### src/rtl/hdbn_pkg.sv
// Shared definitions for the HDBn line decoder: ternary symbol encodings,
// mark polarities and parameter legality helpers.
package hdbn_pkg;

    typedef enum logic [1:0] {
        SYM_ZERO = 2'b00,
        SYM_POS  = 2'b01,
        SYM_NEG  = 2'b10,
        SYM_ILL  = 2'b11
    } sym_t;

    typedef enum logic {
        POL_NEG = 1'b0,
        POL_POS = 1'b1
    } pol_t;

    localparam int unsigned N_MIN = 2;
    localparam int unsigned N_MAX = 7;

    function automatic bit n_is_legal(input int unsigned n);
        return (n >= N_MIN) && (n <= N_MAX);
    endfunction

    function automatic logic is_mark(input sym_t s);
        return (s == SYM_POS) || (s == SYM_NEG);
    endfunction

    function automatic pol_t mark_pol(input sym_t s);
        return (s == SYM_POS) ? POL_POS : POL_NEG;
    endfunction

endpackage

### src/rtl/hdbn_err_counter.sv
// Saturating error counter; a clear on the same cycle as an increment wins.
module hdbn_err_counter #(
    parameter int unsigned ERR_CNT_W = 16
) (
    input  logic                 clk,
    input  logic                 rst,
    input  logic                 inc,
    input  logic                 clr,
    output logic [ERR_CNT_W-1:0] count
);

    logic [ERR_CNT_W-1:0] count_q, count_d;

    always_comb begin
        count_d = count_q;
        if (clr) begin
            count_d = '0;
        end else if (inc && (count_q != '1)) begin
            count_d = count_q + ERR_CNT_W'(1);
        end
    end

    always_ff @(posedge clk) begin
        if (!rst) begin
            count_q <= '0;
        end else begin
            count_q <= count_d;
        end
    end

    assign count = count_q;

endmodule

### src/rtl/hdbn_decoder.sv
// HDBn / AMI line decoder: removes B and V pulses of zero substitutions,
// flags code violations and emits one NRZ bit per symbol after N+2 beats.
module hdbn_decoder
    import hdbn_pkg::*;
#(
    parameter int unsigned N         = 3,
    parameter int unsigned ERR_CNT_W = 16
) (
    input  logic                 clk,
    input  logic                 rst,
    input  logic                 valid,
    input  logic [1:0]           sym_in,
    input  logic                 mode_ami,
    input  logic                 clr_err,
    output logic                 data_out,
    output logic                 data_valid,
    output logic                 code_err,
    output logic [ERR_CNT_W-1:0] err_cnt
);

    if (!n_is_legal(N)) begin : g_bad_n
        $fatal(1, "hdbn_decoder: N must be within 2..7");
    end

    localparam int unsigned CNT_W = $clog2(N + 2);
    localparam logic [CNT_W-1:0] CNT_FULL = CNT_W'(N + 1);
    localparam logic [CNT_W-1:0] RUN_LAST = CNT_W'(N);
    localparam logic [CNT_W-1:0] CNT_ONE  = CNT_W'(1);

    sym_t             stage_q [0:N];
    sym_t             stage_d [0:N];
    pol_t             last_pol_q, last_pol_d;
    pol_t             last_v_pol_q, last_v_pol_d;
    logic             v_seen_q, v_seen_d;
    logic [CNT_W-1:0] run_q, run_d;
    logic [CNT_W-1:0] fill_q, fill_d;
    logic             data_out_q, data_out_d;
    logic             data_valid_q, data_valid_d;
    logic             code_err_q, code_err_d;

    sym_t sym;
    sym_t new_sym;
    logic lead_zero;
    logic b_remove;
    logic beat_err;

    assign sym = sym_t'(sym_in);

    always_comb begin
        // NOTE: every combinational output gets a default first so no path infers a latch.
        stage_d      = stage_q;
        last_pol_d   = last_pol_q;
        last_v_pol_d = last_v_pol_q;
        v_seen_d     = v_seen_q;
        run_d        = run_q;
        fill_d       = fill_q;
        data_out_d   = data_out_q;
        data_valid_d = 1'b0;
        code_err_d   = 1'b0;
        new_sym      = sym;
        b_remove     = 1'b0;
        beat_err     = 1'b0;

        // A V is only legal when the N-1 symbols before it are all zero.
        lead_zero = 1'b1;
        for (int unsigned i = 0; i < N - 1; i++) begin
            if (stage_q[i] != SYM_ZERO) lead_zero = 1'b0;
        end

        if (valid) begin
            if (sym == SYM_ILL) begin
                beat_err = 1'b1;
                new_sym  = SYM_ZERO;
            end else if (is_mark(sym)) begin
                last_pol_d = mark_pol(sym);
                if (mark_pol(sym) == last_pol_q) begin
                    if (mode_ami) begin
                        beat_err = 1'b1;
                    end else begin
                        new_sym = SYM_ZERO;
                        if (!lead_zero) beat_err = 1'b1;
                        else            b_remove = is_mark(stage_q[N-1]);
                        if (v_seen_q && (mark_pol(sym) == last_v_pol_q)) beat_err = 1'b1;
                        last_v_pol_d = mark_pol(sym);
                        v_seen_d     = 1'b1;
                    end
                end
            end

            // Line zero run; reports once when it first reaches N+1.
            if (sym == SYM_ZERO) begin
                if (run_q != CNT_FULL) run_d = run_q + CNT_ONE;
                if (!mode_ami && (run_q == RUN_LAST)) beat_err = 1'b1;
            end else begin
                run_d = '0;
            end

            stage_d[0] = new_sym;
            for (int unsigned i = 1; i < N; i++) begin
                stage_d[i] = stage_q[i-1];
            end
            stage_d[N] = b_remove ? SYM_ZERO : stage_q[N-1];

            if (fill_q != CNT_FULL) fill_d = fill_q + CNT_ONE;
            data_valid_d = (fill_q == CNT_FULL);
            data_out_d   = is_mark(stage_q[N]);
            code_err_d   = beat_err;
        end
    end

    always_ff @(posedge clk) begin
        // NOTE: sequential state uses non-blocking assignments only, so every flop samples pre-edge values.
        if (!rst) begin
            // NOTE: the symbol pipeline is reset so stale symbols never leak into a new stream.
            for (int unsigned i = 0; i <= N; i++) begin
                stage_q[i] <= SYM_ZERO;
            end
            last_pol_q   <= POL_NEG;
            last_v_pol_q <= POL_NEG;
            v_seen_q     <= 1'b0;
            run_q        <= '0;
            fill_q       <= '0;
            data_out_q   <= 1'b0;
            data_valid_q <= 1'b0;
            code_err_q   <= 1'b0;
        end else begin
            stage_q      <= stage_d;
            last_pol_q   <= last_pol_d;
            last_v_pol_q <= last_v_pol_d;
            v_seen_q     <= v_seen_d;
            run_q        <= run_d;
            fill_q       <= fill_d;
            data_out_q   <= data_out_d;
            data_valid_q <= data_valid_d;
            code_err_q   <= code_err_d;
        end
    end

    hdbn_err_counter #(
        .ERR_CNT_W(ERR_CNT_W)
    ) u_err_counter (
        .clk  (clk),
        .rst  (rst),
        .inc  (beat_err),
        .clr  (clr_err),
        .count(err_cnt)
    );

    assign data_out   = data_out_q;
    assign data_valid = data_valid_q;
    assign code_err   = code_err_q;

endmodule
### config.mk
export PLATFORM = sky130hd
export DESIGN_NAME = hdbn_decoder
export DESIGN_NICKNAME = d
export VERILOG_FILES = /design/src/rtl/hdbn_pkg.sv /design/src/rtl/hdbn_err_counter.sv /design/src/rtl/hdbn_decoder.sv
export SDC_FILE = /design/constraint.sdc
export NUM_CORES = 1
export LEC_CHECK = 0
export BUFFER_PORTS_ARGS = -buffer_cell sky130_fd_sc_hd__buf_2
export CAP_MARGIN = 5
export CORE_ASPECT_RATIO = 1.5
export CORE_MARGIN = 2
export CORE_UTILIZATION = 35
export CTS_BUF_LIST = sky130_fd_sc_hd__clkbuf_8
export CTS_CLUSTER_DIAMETER = 30
export DETAILED_ROUTE_END_ITERATION = 16
export PLACE_DENSITY = 0.49
export SLEW_MARGIN = 10
export SYNTH_ARGS = -nofsm -noshare
export SYNTH_HDL_FRONTEND = slang
export SYNTH_SLANG_ARGS = --single-unit
### constraint.sdc
create_clock -name clk -period 5.5 [get_ports clk]
set_clock_uncertainty 0.05 [all_clocks]
set_input_delay 0.55 -clock clk [delete_from_list [all_inputs] [get_ports clk]]
set_output_delay 0.55 -clock clk [all_outputs]
set_load 0.05 [all_outputs]
==> Word-level counts from Yosys, hierarchy flattened <==
Index checks and enable logic that the tools add are counted.
{ "word_totals": {"reg_bits": 36, "latch_bits": 0, "ram_bits": 0, "mem_bits_ro": 0, "inputBits": 7, "out_inout_bits": 19, "word_cells": 75, "memories": 0} }
{ "op_classes": {"addsub": 3, "multipliers": 0, "div": 0, "n_lt_le_gt_ge": 0, "n_eq_ne": 15, "n_shift": 0, "muxes": 25, "n_bitwise": 3, "n_reduce_logical": 16} }
{ "ops": {"columns": ["cell", "count"], "rows": [
  ["1-bit 2-to-1 mux", 18],
  ["16-bit by 1-bit adder with 16-bit output, second input constant", 1],
  ["16-bit inequality test, second input constant", 1],
  ["2-bit 2-to-1 mux", 5],
  ["2-bit equality test, second input constant", 4],
  ["3-bit by 1-bit adder with 3-bit output, second input constant", 2],
  ["2-bit by 1-bit equality test with 1-bit output, second input constant", 3],
  ["3-bit 2-to-1 mux", 2],
  ["3-bit inequality test, second input constant", 2],
  ["2-bit AND reduction", 3],
  ["5-bit AND reduction", 1],
  ["2-bit nonzero test", 2],
  ["3-bit by 2-bit equality test with 1-bit output, second input constant", 1],
  ["3-bit equality test, second input constant", 1],
  ["1-bit logical AND", 3],
  ["1-bit logical OR", 3],
  ["1-bit inverter", 3],
  ["3-bit AND reduction", 1],
  ["1-bit equality test", 2],
  ["2-bit zero test", 1],
  ["2-bit by 1-bit inequality test with 1-bit output, second input constant", 1],
  ["2-bit OR reduction", 1],
  ["1-bit zero test", 1]
]} }

==> Longest topological paths before layout <==
Gate-level depths: netlist of run 1.
{ "depth": {"ltp_word": 13, "mapped_depth": 8, "depth_no_buf": 7} }

==> Cells and area by module <==
Synthesis of run 1 repeated with hierarchy kept, for this count alone.
{ "hier_totals": {"hier_cells": 205, "area_unflattened_um2": 1935.6} }
{ "modules_own_cells": {"columns": ["mod", "instances", "cells_per_inst", "area_each_um2", "seq_area_each_um2"], "rows": [
  ["hdbn_decoder", 1, 114, 1071.0, 400.4],
  ["hdbn_err_counter", 1, 91, 864.6, 320.3]
]} }

==> Worst setup path after synthesis of run 1 <==
Ideal clock, no wire load.
{ "synth_timing": {"kind": "register to register", "startpoint": "register u_err_counter.count_q[0], in the netlist u_err_counter.count[0]", "endpoint": "register u_err_counter.count_q[11], in the netlist u_err_counter.count[11]", "setup_ns": 0.072, "arrival_ns": 2.019, "required_ns": 5.378, "slack_ns": 3.359, "path_stages_with_launch": 7, "path_buffers": 0, "period_less_slack_ns": 2.141, "cell_sequence": "dfxtp_1 ha_1 nand4_1 o211ai_1 nor2_1 nand4_1 mux2i_1"} }
{ "synth_between": {"elab_chain_cells": 2, "elab_cells_between_ends": 3, "cone_classes": "add/sub: 1; eq/ne: 1; reduce/logical: 1"} }
{ "synth_rtl": {"columns": ["element", "line", "rtl"], "rows": [
  ["start, declared", "hdbn_err_counter.sv:12", "logic [ERR_CNT_W-1:0] count_q, count_d;"],
  ["start signal, assigned", "hdbn_err_counter.sv:27", "count_q <= count_d;"],
  ["parallel branches: the longest is 2 deep, another holds 16-bit by 1-bit adder with 16-bit output", null, null]
]} }
Parallel ways; which one is timed is not known.
A chain may end at the register's enable or synchronous reset.

==> Final worst setup path of run 1 <==
{ "layout_timing": {"startpoint": "register run_q[0]", "endpoint": "register u_err_counter.count_q[12], in the netlist u_err_counter.count[12]"} }
{ "layout_between": {"elab_chain_cells": 6} }
{ "layout_rtl": {"columns": ["element", "line", "rtl"], "rows": [
  ["start, declared", "hdbn_decoder.sv:35", "logic [CNT_W-1:0] run_q, run_d;"],
  ["start signal, assigned", "hdbn_decoder.sv:131", "run_q <= run_d;"],
  ["3-bit by 2-bit equality test with 1-bit output", "hdbn_decoder.sv:93", "if (!mode_ami && (run_q == RUN_LAST)) beat_err = 1'b1;"],
  ["1-bit logical AND", "hdbn_decoder.sv:93", null],
  ["1-bit 2-to-1 mux", "hdbn_decoder.sv:93", null],
  ["1-bit 2-to-1 mux", "hdbn_decoder.sv:91", "if (sym == SYM_ZERO) begin"],
  ["1-bit 2-to-1 mux", null, null],
  ["1-bit logical AND", "hdbn_err_counter.sv:18", "end else if (inc && (count_q != '1)) begin"]
]} }
No other way between the ends.

==> flow_summary.json, run 1 <==
{
  "slowest_stage": "o211ai_4",
  "ant_nets": 0,
  "pre_cts_slack_ns": 3.03,
  "p_sw_uw": 131,
  "ys_seq_area_share_pct": 39.2,
  "fin_tns_setup_ns": 0,
  "power-per-cell-area_nw_per_um2": 246,
  "clock-sinks": 36,
  "p_comb_share_pct": 10.1,
  "grt-ovfl-total": 0,
  "synth_cell_type_count": 43,
  "ys.flop_type": "dfxtp_1",
  "path_max_fanout": 27,
  "yosysMostFrequentCell": "dfxtp_1",
  "die_y_microns": 92.8,
  "ctsResizeCount": 0,
  "p_leak_uw": 0.000830,
  "path_buf_inv": 0,
  "seqPwrFrac_pct": 52.1,
  "yosys-top-cells-count": "dfxtp_1, a21oi_1, nand2_1, nor2b_1",
  "antenna_found_initial": 0,
  "dieArea_sq_um": 5860,
  "initial_core_util_pct": 35.9,
  "crit_path_max_incr_delay_ns": 0.53,
  "io_buffers": 25,
  "switching_share_pct": 25.3,
  "synthCells": 204,
  "fin_crit_ns": 2.22,
  "worstPathRequired_ns": 5.65,
  "worst_pin_slew_ns": 0.629,
  "htree_levels": 2,
  "avgSynthCellArea_sq_um": 9.02,
  "grt_max_degree": 28,
  "finalWorstSetupSlack_ns": 3.28,
  "row_count": 32,
  "p_clk_share_pct": 37.8,
  "fmaxAchievable_ghz": 0.450,
  "syn2layout_area_growth_pct": 14.0,
  "boundaryPins": 26,
  "yosysWarnings": 0,
  "period_share_pct": 40.4,
  "status": "complete, no violations",
  "routed_via_density": 5.23,
  "path_common_cell": "ha_1",
  "route.detailed.drc": 0,
  "synth_edf_count": 0,
  "cts_buffers": 5,
  "drtIter0Drc": 47,
  "yosysTopAreaCell": "dfxtp_1",
  "min_path_type": "reg2reg",
  "slew_violations": 0,
  "synth_fp_nets": 220,
  "synth_area_sq_um": 1840,
  "timing.critical_path.depth": 7,
  "arrival_ns": 2.37,
  "timing.final.hold_violations": 0,
  "cts_tree": "built",
  "crit_path_start_kind": "register",
  "synth_top_area_share_pct": 39.2,
  "cts_buffer_depth": 2,
  "crit_chain": "ha_1 -> ha_1 -> and3b_1 -> a211o_1 -> o211ai_4 -> nor3_2 -> a311oi_1",
  "critPathCaptureType": "register",
  "synth-seq-cells": 36,
  "antennaDiodeCount": 0,
  "grt_pass1_wl_mm": 6.84,
  "worstSetupPathType": "reg2reg",
  "intPower_uw": 385,
  "cts.reportedPaths.clkPinSlew_ns": 0.08,
  "rrSetupSlack_ns": 3.28,
  "r2r_cells": 7,
  "setup_viol": 0,
  "place.gp.congestion": 0.744,
  "worst_skew_pair.late_latency_ns": 0.29,
  "async_flop_share_pct": 0,
  "vias": 1548,
  "grt_pass1_vias": 1540,
  "holdPathStages": 1,
  "hold_buffers": 0,
  "slew_headroom_pct": 57.8,
  "routedWlPerCell_microns": 13.5,
  "postCtsSetupBuffers": 0,
  "post-dp-hpwl_mm": 2.92,
  "critPathTopFamily": "compound AO/OA/AOI/OAI gates",
  "grt_setup_unrepaired": "false",
  "peakVddDrop_mv": 0.127,
  "final_net_count": 243,
  "die_x_microns": 63.2,
  "drive_above_1_share_pct": 15.8,
  "drtPass1Iterations": 4,
  "cap_violations": 0,
  "wl_mm": 3.99,
  "core_area_sq_um": 5120,
  "track_usage_pct": 14.5,
  "cts_root_buf": "clkbuf_8",
  "power_uw": 516,
  "synth.area.top_cells": "dfxtp_1, a21oi_1, ha_1, nor2b_1, mux2i_1"
}
[state kept, by name, summed over array words and instances, names as in the netlist]
register	flops
last_pol_q	1
v_seen_q	1
code_err	1
last_v_pol_q	1
stage_q	8
u_err_counter.count	16
fill_q	3
data_out	1
run_q	3
data_valid	1
[worst paths after layout]
path | from | to
worst min-delay path | v_seen_q$_SDFFE_PN0P_ | v_seen_q$_SDFFE_PN0P_
worst min register to register | v_seen_q$_SDFFE_PN0P_ | v_seen_q$_SDFFE_PN0P_
worst max register to register | run_q[0]$_SDFFE_PN0P_ | u_err_counter.count[12]$_SDFFE_PP0P_
worst max-delay path | run_q[0]$_SDFFE_PN0P_ | u_err_counter.count[12]$_SDFFE_PP0P_
[routing by layer]
layer  global-route usage (%)  vias to the layer above  part of all wire, %
li1                         -                      792                    -
met1                     15.1                      716                   43
met2                     27.3                       30                   50
met3                     3.04                       10                  3.8
met4                     6.52                        0                  3.0
met5                        0                        -                    0
[final cells by class]
type | instances | area [sq um]
fillers | 574 | 3030
clock inverters | 2 | 11.3
clock buffers | 6 | 82.6
repair buffers | 25 | 125
well taps | 68 | 85.1
multi-input cells | 150 | 1040
flip-flops and latches | 36 | 721
inverters | 9 | 33.8
[power groups by stage]
stage	clock (uW)	sequential, uW	combinational (uW)
5_1_grt	215	269	57.8
3_3_place_gp	0	275	52.7
3_5_place_dp	0	275	52.5
6_report	195	269	51.9
2_1_floorplan	0	278	38.6
4_1_cts	206	269	52.8
[logic make-up after synthesis]
group	count (synthesis)	synth area share (%)
adders and majority gates	9	6.12
muxes	7	3.81
buffers and inverters	18	4.35
AOI/OAI and AO/OA	50	17.7
and+or+nand+nor	79	26.5
xor gates and xnor gates	5	2.38
DFF	36	39.2
[through the flow]
step	instance area (sq um)	instances	hold WS (ns)	util [%]
floorplan	1840	204	0.392	-
global placement	2000	288	0.415	39.1
detailed placement	2000	288	0.420	39.1
CTS	2100	296	0.438	40.9
global route	2100	296	0.450	40.9
finish	2100	296	0.430	40.9
[placed cells by master (no fill, tap or decap), types with 2 or more instances in the layout]
| cell | netlist | final |
|---|---|---|
| dfxtp_1 | 36 | 36 |
| buf_2 | 1 | 25 |
| a21oi_1 | 23 | 23 |
| nand2_1 | 12 | 12 |
| nor2b_1 | 12 | 12 |
| inv_1 | 9 | 10 |
| nand3_1 | 9 | 9 |
| ha_1 | 9 | 9 |
| nand4_1 | 7 | 7 |
| mux2i_1 | 7 | 7 |
| or4_1 | 6 | 6 |
| o21ai_0 | 6 | 6 |
| clkbuf_8 | 0 | 6 |
| xnor2_1 | 5 | 5 |
| or3_1 | 5 | 5 |
| o31ai_1 | 5 | 5 |
| nor2_1 | 4 | 4 |
| and2_1 | 4 | 4 |
| and4_1 | 3 | 3 |
| and3_1 | 3 | 3 |
| o211ai_1 | 3 | 3 |
| and3b_1 | 2 | 2 |
| a211o_1 | 2 | 2 |
| nand2b_1 | 2 | 2 |
| o211a_1 | 2 | 2 |
| nor3_1 | 2 | 2 |
| a22oi_1 | 2 | 2 |
| a21boi_0 | 2 | 2 |
No activity file was read; power rests on OpenSTA's default activity.
==> run 2, diff against run 1 <==
Settings changed: PLACE_DENSITY 0.49 to 0.51.
Clock period 5.5 ns to 1.9 ns, I/O delays scaled along.
==> run 2 against run 1 <==
Effect of this change: the run now ends with negative setup slack left; setup slack lost 3.4 ns; via count grew 5.9%; critical path type unchanged; sequential share of layout area shrank 3.2 points; largest power group unchanged; combinational power grew to 3.9 times the previous value.
==> flow_summary.json, run 2 (synthesized netlist as in run 1, its figures left out) <==
{
  "status": "finished with violations",
  "violations": "negative setup slack",
  "core_area_sq_um": 5120,
  "finalWorstSetupSlack_ns": -0.130,
  "cts_root_buf": "clkbuf_8",
  "grt_max_degree": 28,
  "die_x_microns": 63.2,
  "initial_core_util_pct": 35.9,
  "grt-ovfl-total": 0,
  "routedWlPerCell_microns": 14.2,
  "drive_above_1_share_pct": 33.7,
  "fmaxAchievable_ghz": 0.493,
  "min_path_type": "in2reg",
  "die_y_microns": 92.8,
  "antenna_found_initial": 0,
  "largest_reg_flops": 16,
  "p_comb_share_pct": 13.1,
  "p_leak_uw": 0.000981,
  "critPathCaptureType": "register",
  "vias": 1639,
  "intPower_uw": 1150,
  "r2r_cells": 8,
  "worst_pin_slew_ns": 0.546,
  "power-per-cell-area_nw_per_um2": 649,
  "htree_levels": 2,
  "path_max_fanout": 7,
  "crit_path_start_kind": "register",
  "wl_mm": 4.49,
  "grt_pass1_vias": 1576,
  "ant_nets": 0,
  "cts_tree": "built",
  "final_net_count": 264,
  "post-dp-hpwl_mm": 3.10,
  "p_clk_share_pct": 37.0,
  "timing.final.hold_violations": 0,
  "cts_buffer_depth": 2,
  "slew_violations": 0,
  "cts_buffers": 5,
  "routed_via_density": 5.17,
  "switching_share_pct": 26.0,
  "p_sw_uw": 404,
  "antennaDiodeCount": 0,
  "worstPathRequired_ns": 2.07,
  "cap_violations": 0,
  "arrival_ns": 2.20,
  "fin_tns_setup_ns": -0.919,
  "worstSetupPathType": "reg2reg",
  "holdPathStages": 4,
  "cts.reportedPaths.clkPinSlew_ns": 0.08,
  "power_uw": 1550,
  "drtIter0Drc": 54,
  "place.gp.congestion": 0.770,
  "final_common_cell": "buf_2",
  "hold_buffers": 0,
  "slew_headroom_pct": 63.4,
  "route.detailed.drc": 0,
  "syn2layout_area_growth_pct": 30.0,
  "path_common_cell": "ha_4",
  "seqPwrFrac_pct": 49.9,
  "peakVddDrop_mv": 0.413,
  "fillers": 544,
  "grt_setup_unrepaired": "true",
  "clock-sinks": 36,
  "crit_path_max_incr_delay_ns": 0.49,
  "track_usage_pct": 15.2,
  "drtPass1Iterations": 4,
  "boundaryPins": 26,
  "grt_pass1_wl_mm": 7.16,
  "period_share_pct": 107,
  "postLayoutCellArea_sq_um": 2390,
  "worst_skew_pair.late_latency_ns": 0.29,
  "row_count": 32,
  "crit_chain": "ha_4 -> ha_4 -> and3b_1 -> a211o_1 -> o211ai_4 -> clkbuf_16 -> or4_1 -> a21oi_1",
  "setup_viol": 14,
  "slowest_stage": "or4_1",
  "io_buffers": 25,
  "dieArea_sq_um": 5860,
  "fin_crit_ns": 2.03,
  "place_area_sq_um": 2170,
  "final_cell_mix": "buf_2, dfxtp_1, a21oi_1"
}
-- run 2: changes by cell type in the layout (fill, tap and decap cells not counted), moves of 3 or more --
cell     before  now
dfxtp_4       0    3
buf_4         0   17
o21ai_2       0    4
ha_1          9    6
o21ai_0       6    0
dfxtp_1      36   23
dfxtp_2       0   10
-- run 2: critical path, delay by kind of cell, from the launching register on --
family                     cells  cell delay (ns)
adders and majority gates      2             0.25
DFF                            1             0.36
buffers and inverters          1             0.19
AOI/OAI and AO/OA              3             0.44
and+or+nand+nor                2             0.67
-- run 2: metrics by stage --
stage	cells	hold slack (ns)	setup slack (ns)	util (%)
2_1_floorplan	204	0.314	0.00767	-
3_3_place_gp	306	0.410	-0.0799	42.4
3_5_place_dp	306	0.410	-0.104	42.4
4_1_cts	314	0.193	-0.0832	44.3
5_1_grt	317	0.233	-0.228	46.7
6_report	317	0.190	-0.130	46.7
-- run 2: power groups by stage --
stage,registers (uW),logic (uW),clock network [uW]
floorplan,802,112,0
global placement,792,175,0
detailed placement,792,175,0
CTS,774,176,588
global route,777,222,625
finish,775,203,575
-- run 2: worst paths after layout --
kind | start | to | slack (ns)
min reg2reg | u_err_counter.count[4]$_SDFFE_PP0P_ | u_err_counter.count[4]$_SDFFE_PP0P_ | 0.43
min | clr_err | u_err_counter.count[5]$_SDFFE_PP0P_ | 0.19
max reg2reg | run_q[0]$_SDFFE_PN0P_ | u_err_counter.count[8]$_SDFFE_PP0P_ | -0.13
max | run_q[0]$_SDFFE_PN0P_ | u_err_counter.count[8]$_SDFFE_PP0P_ | -0.13
-- run 2: layout make-up --
cell class	instances	area, sq um	area share (%)
inverter	9	33.8	1.41
tap	68	85.1	3.56
timing repair buffer	46	329	13.8
clock inverter	2	10.0	0.419
multi-input combinational	150	1110	46.3
clock buffer	6	82.6	3.45
sequential	36	744	31.1
-- run 2: timing repair --
action,4_1_cts,5_1_grt
setup buffers,0,1
pin swaps,0,7
cloned,0,2
resized for setup,2,21
endpoints found under the setup margin,11,16
-- run 2: metal layers --
metal | global-route usage, % | share of wire, % | vias to the layer above
met5 | 0 | 0 | -
met3 | 3.28 | 3.0 | 5
li1 | - | - | 840
met4 | 5.98 | 1.6 | 0
met2 | 28.2 | 53 | 21
met1 | 16.6 | 42 | 773
==> run 3, diff against run 2 <==
Settings changed: ABC_CLOCK_PERIOD_IN_PS set to 1900, CORE_ASPECT_RATIO 1.5 to 1.4.
==> run 3 against run 2 <==
Effect of this change: the run still ends with negative setup slack left; via count increased by 2.1%; register-to-register slack about the same; design area increased by 4.7%; critical path type unchanged; critical endpoint is now u_err_counter.count[12]$_SDFFE_PP0P_; largest cell class unchanged; largest power group unchanged.
==> flow_summary.json, run 3 (synthesized netlist as in run 1, its figures left out) <==
{
  "routed_via_density": 5.21,
  "worst_pin_slew_ns": 0.474,
  "rrSetupSlack_ns": -0.12,
  "finalWorstSetupSlack_ns": -0.119,
  "grt_setup_unrepaired": "true",
  "vias": 1674,
  "htree_levels": 2,
  "cts_buffer_depth": 2,
  "grt-ovfl-total": 0,
  "min_path_type": "in2reg",
  "grt_pass1_vias": 1577,
  "status": "finished with violations",
  "clock-sinks": 36,
  "antennaDiodeCount": 0,
  "whs_ns": 0.180,
  "hp-start": "clr_err",
  "critPathCaptureType": "register",
  "syn2layout_area_growth_pct": 36.1,
  "post-dp-hpwl_mm": 3.08,
  "antenna_found_initial": 0,
  "arrival_ns": 2.17,
  "pre_cts_slack_ns": -0.133,
  "setup_viol": 15,
  "p_leak_uw": 0.00101,
  "peakVddDrop_mv": 0.348,
  "worstPathRequired_ns": 2.05,
  "fmaxAchievable_ghz": 0.495,
  "timing.final.hold_violations": 0,
  "io_buffers": 25,
  "dp.cells": 309,
  "slowest_stage": "or4_4",
  "drive_above_1_share_pct": 38.0,
  "worstSetupPathType": "reg2reg",
  "die_x_microns": 65.3,
  "die_y_microns": 89.8,
  "fin_crit_ns": 2.02,
  "drtIter0Drc": 50,
  "power-per-cell-area_nw_per_um2": 695,
  "crit_path_start_kind": "register",
  "cts.reportedPaths.clkPinSlew_ns": 0.08,
  "grt_max_degree": 27,
  "cap_violations": 0,
  "track_usage_pct": 15.7,
  "violations": "negative setup slack",
  "routedWlPerCell_microns": 13.9,
  "worst_skew_pair.late_latency_ns": 0.29,
  "initial_core_util_pct": 35.9,
  "route.detailed.drc": 0,
  "path_max_fanout": 6,
  "largest_reg_flops": 16,
  "holdPathStages": 4,
  "seqCellArea_sq_um": 744,
  "ant_nets": 0,
  "boundaryPins": 26,
  "slew_headroom_pct": 68.2,
  "wl_mm": 4.47,
  "period_share_pct": 106,
  "place.gp.congestion": 0.746,
  "cts_tree": "built",
  "power_uw": 1740,
  "final_common_cell": "buf_2",
  "final_net_count": 270,
  "r2r-end": "u_err_counter.count[12]$_SDFFE_PP0P_",
  "crit_path_max_incr_delay_ns": 0.53,
  "multi_input_area_sq_um": 1140,
  "path_buf_inv": 1,
  "slew_violations": 0,
  "hold_buffers": 0,
  "core_area_sq_um": 5120,
  "grt_pass1_wl_mm": 7.18,
  "worstReg2RegStart": "stage_q[5]$_SDFFE_PN0P_",
  "utilization_pct": 48.9,
  "r2r_cells": 6,
  "fin_cells": 321,
  "cts_buffers": 5,
  "drtPass1Iterations": 4,
  "fillers": 538,
  "final_cell_mix": "buf_2, dfxtp_1, buf_4",
  "cts_root_buf": "clkbuf_8",
  "crit_chain": "or4_4 -> or2_4 -> o211ai_4 -> buf_12 -> nor3_2 -> a311oi_1",
  "dieArea_sq_um": 5860,
  "critPathTopFamily": "simple AND/OR/NAND/NOR gates",
  "min_to": "u_err_counter.count[5]$_SDFFE_PP0P_",
  "row_count": 31
}
## run 3: cell count changes in the layout (fill, tap and decap cells not counted), sizes merged
cell and change:
buf +5, bufinv +1, clkbuf +2, clkinv -2
## run 3: how the worst max path moves through the flow
stage	slack [ns]	end	depth (start not counted)	startpoint
final	-0.12	u_err_counter.count[12]$_SDFFE_PP0P_	6	stage_q[5]$_SDFFE_PN0P_
after global routing	-0.23	u_err_counter.count[8]$_SDFFE_PP0P_	8	run_q[0]$_SDFFE_PN0P_
after CTS	-0.10	u_err_counter.count[12]$_SDFFE_PP0P_	8	run_q[0]$_SDFFE_PN0P_
after detailed placement	-0.13	u_err_counter.count[8]$_SDFFE_PP0P_	9	sym_in[1]
after global placement	-0.08	u_err_counter.count[8]$_SDFFE_PP0P_	9	sym_in[1]
after floorplan	0.008	u_err_counter.count[15]$_SDFFE_PP0P_	6	u_err_counter.count[3]$_SDFFE_PP0P_
## run 3: per-stage QoR
stage	instance area, sq um	TNS (ns)
global route	2500	-2.53
CTS	2340	-0.536
global placement	2210	-0.425
floorplan	1860	0
detailed placement	2210	-0.662
finish	2500	-1.20
## run 3: area by class of cell
type | instances | share of cell area, %
Clock inverter | 1 | 1.20
Inverter | 9 | 1.35
Tap cell | 66 | 3.30
Timing Repair Buffer | 52 | 15.2
Sequential cell | 36 | 29.8
Clock buffer | 7 | 3.85
Multi-Input combinational cell | 150 | 45.4
## run 3: timing repair
action,in CTS,in global routing
cloned,0,2
pin swaps,1,16
setup buffers,0,2
endpoints found under the setup margin,10,16
gates resized for setup,1,29
## run 3: worst reg2reg max path: stages (launching register included)
cell	delay (ns)
dfxtp_2	0.32
or4_4	0.53
or2_4	0.26
o211ai_4	0.31
buf_12	0.17
nor3_2	0.04
a311oi_1	0.26
## run 3: report_power, final
group / total [uW] / internal [uW] / switching [uW]
Sequential: 775 / 765 / 9.40
Clock: 747 / 463 / 284
Combinational: 217 / 105 / 112
## run 3: routing by layer
layer | vias to the layer above | track usage (%) | routed length, microns
met4 | 0 | 6.77 | 55
li1 | 850 | - | -
met3 | 4 | 4.38 | 143
met2 | 21 | 28.1 | 2410
met5 | - | 0 | 0
met1 | 799 | 16.6 | 1860
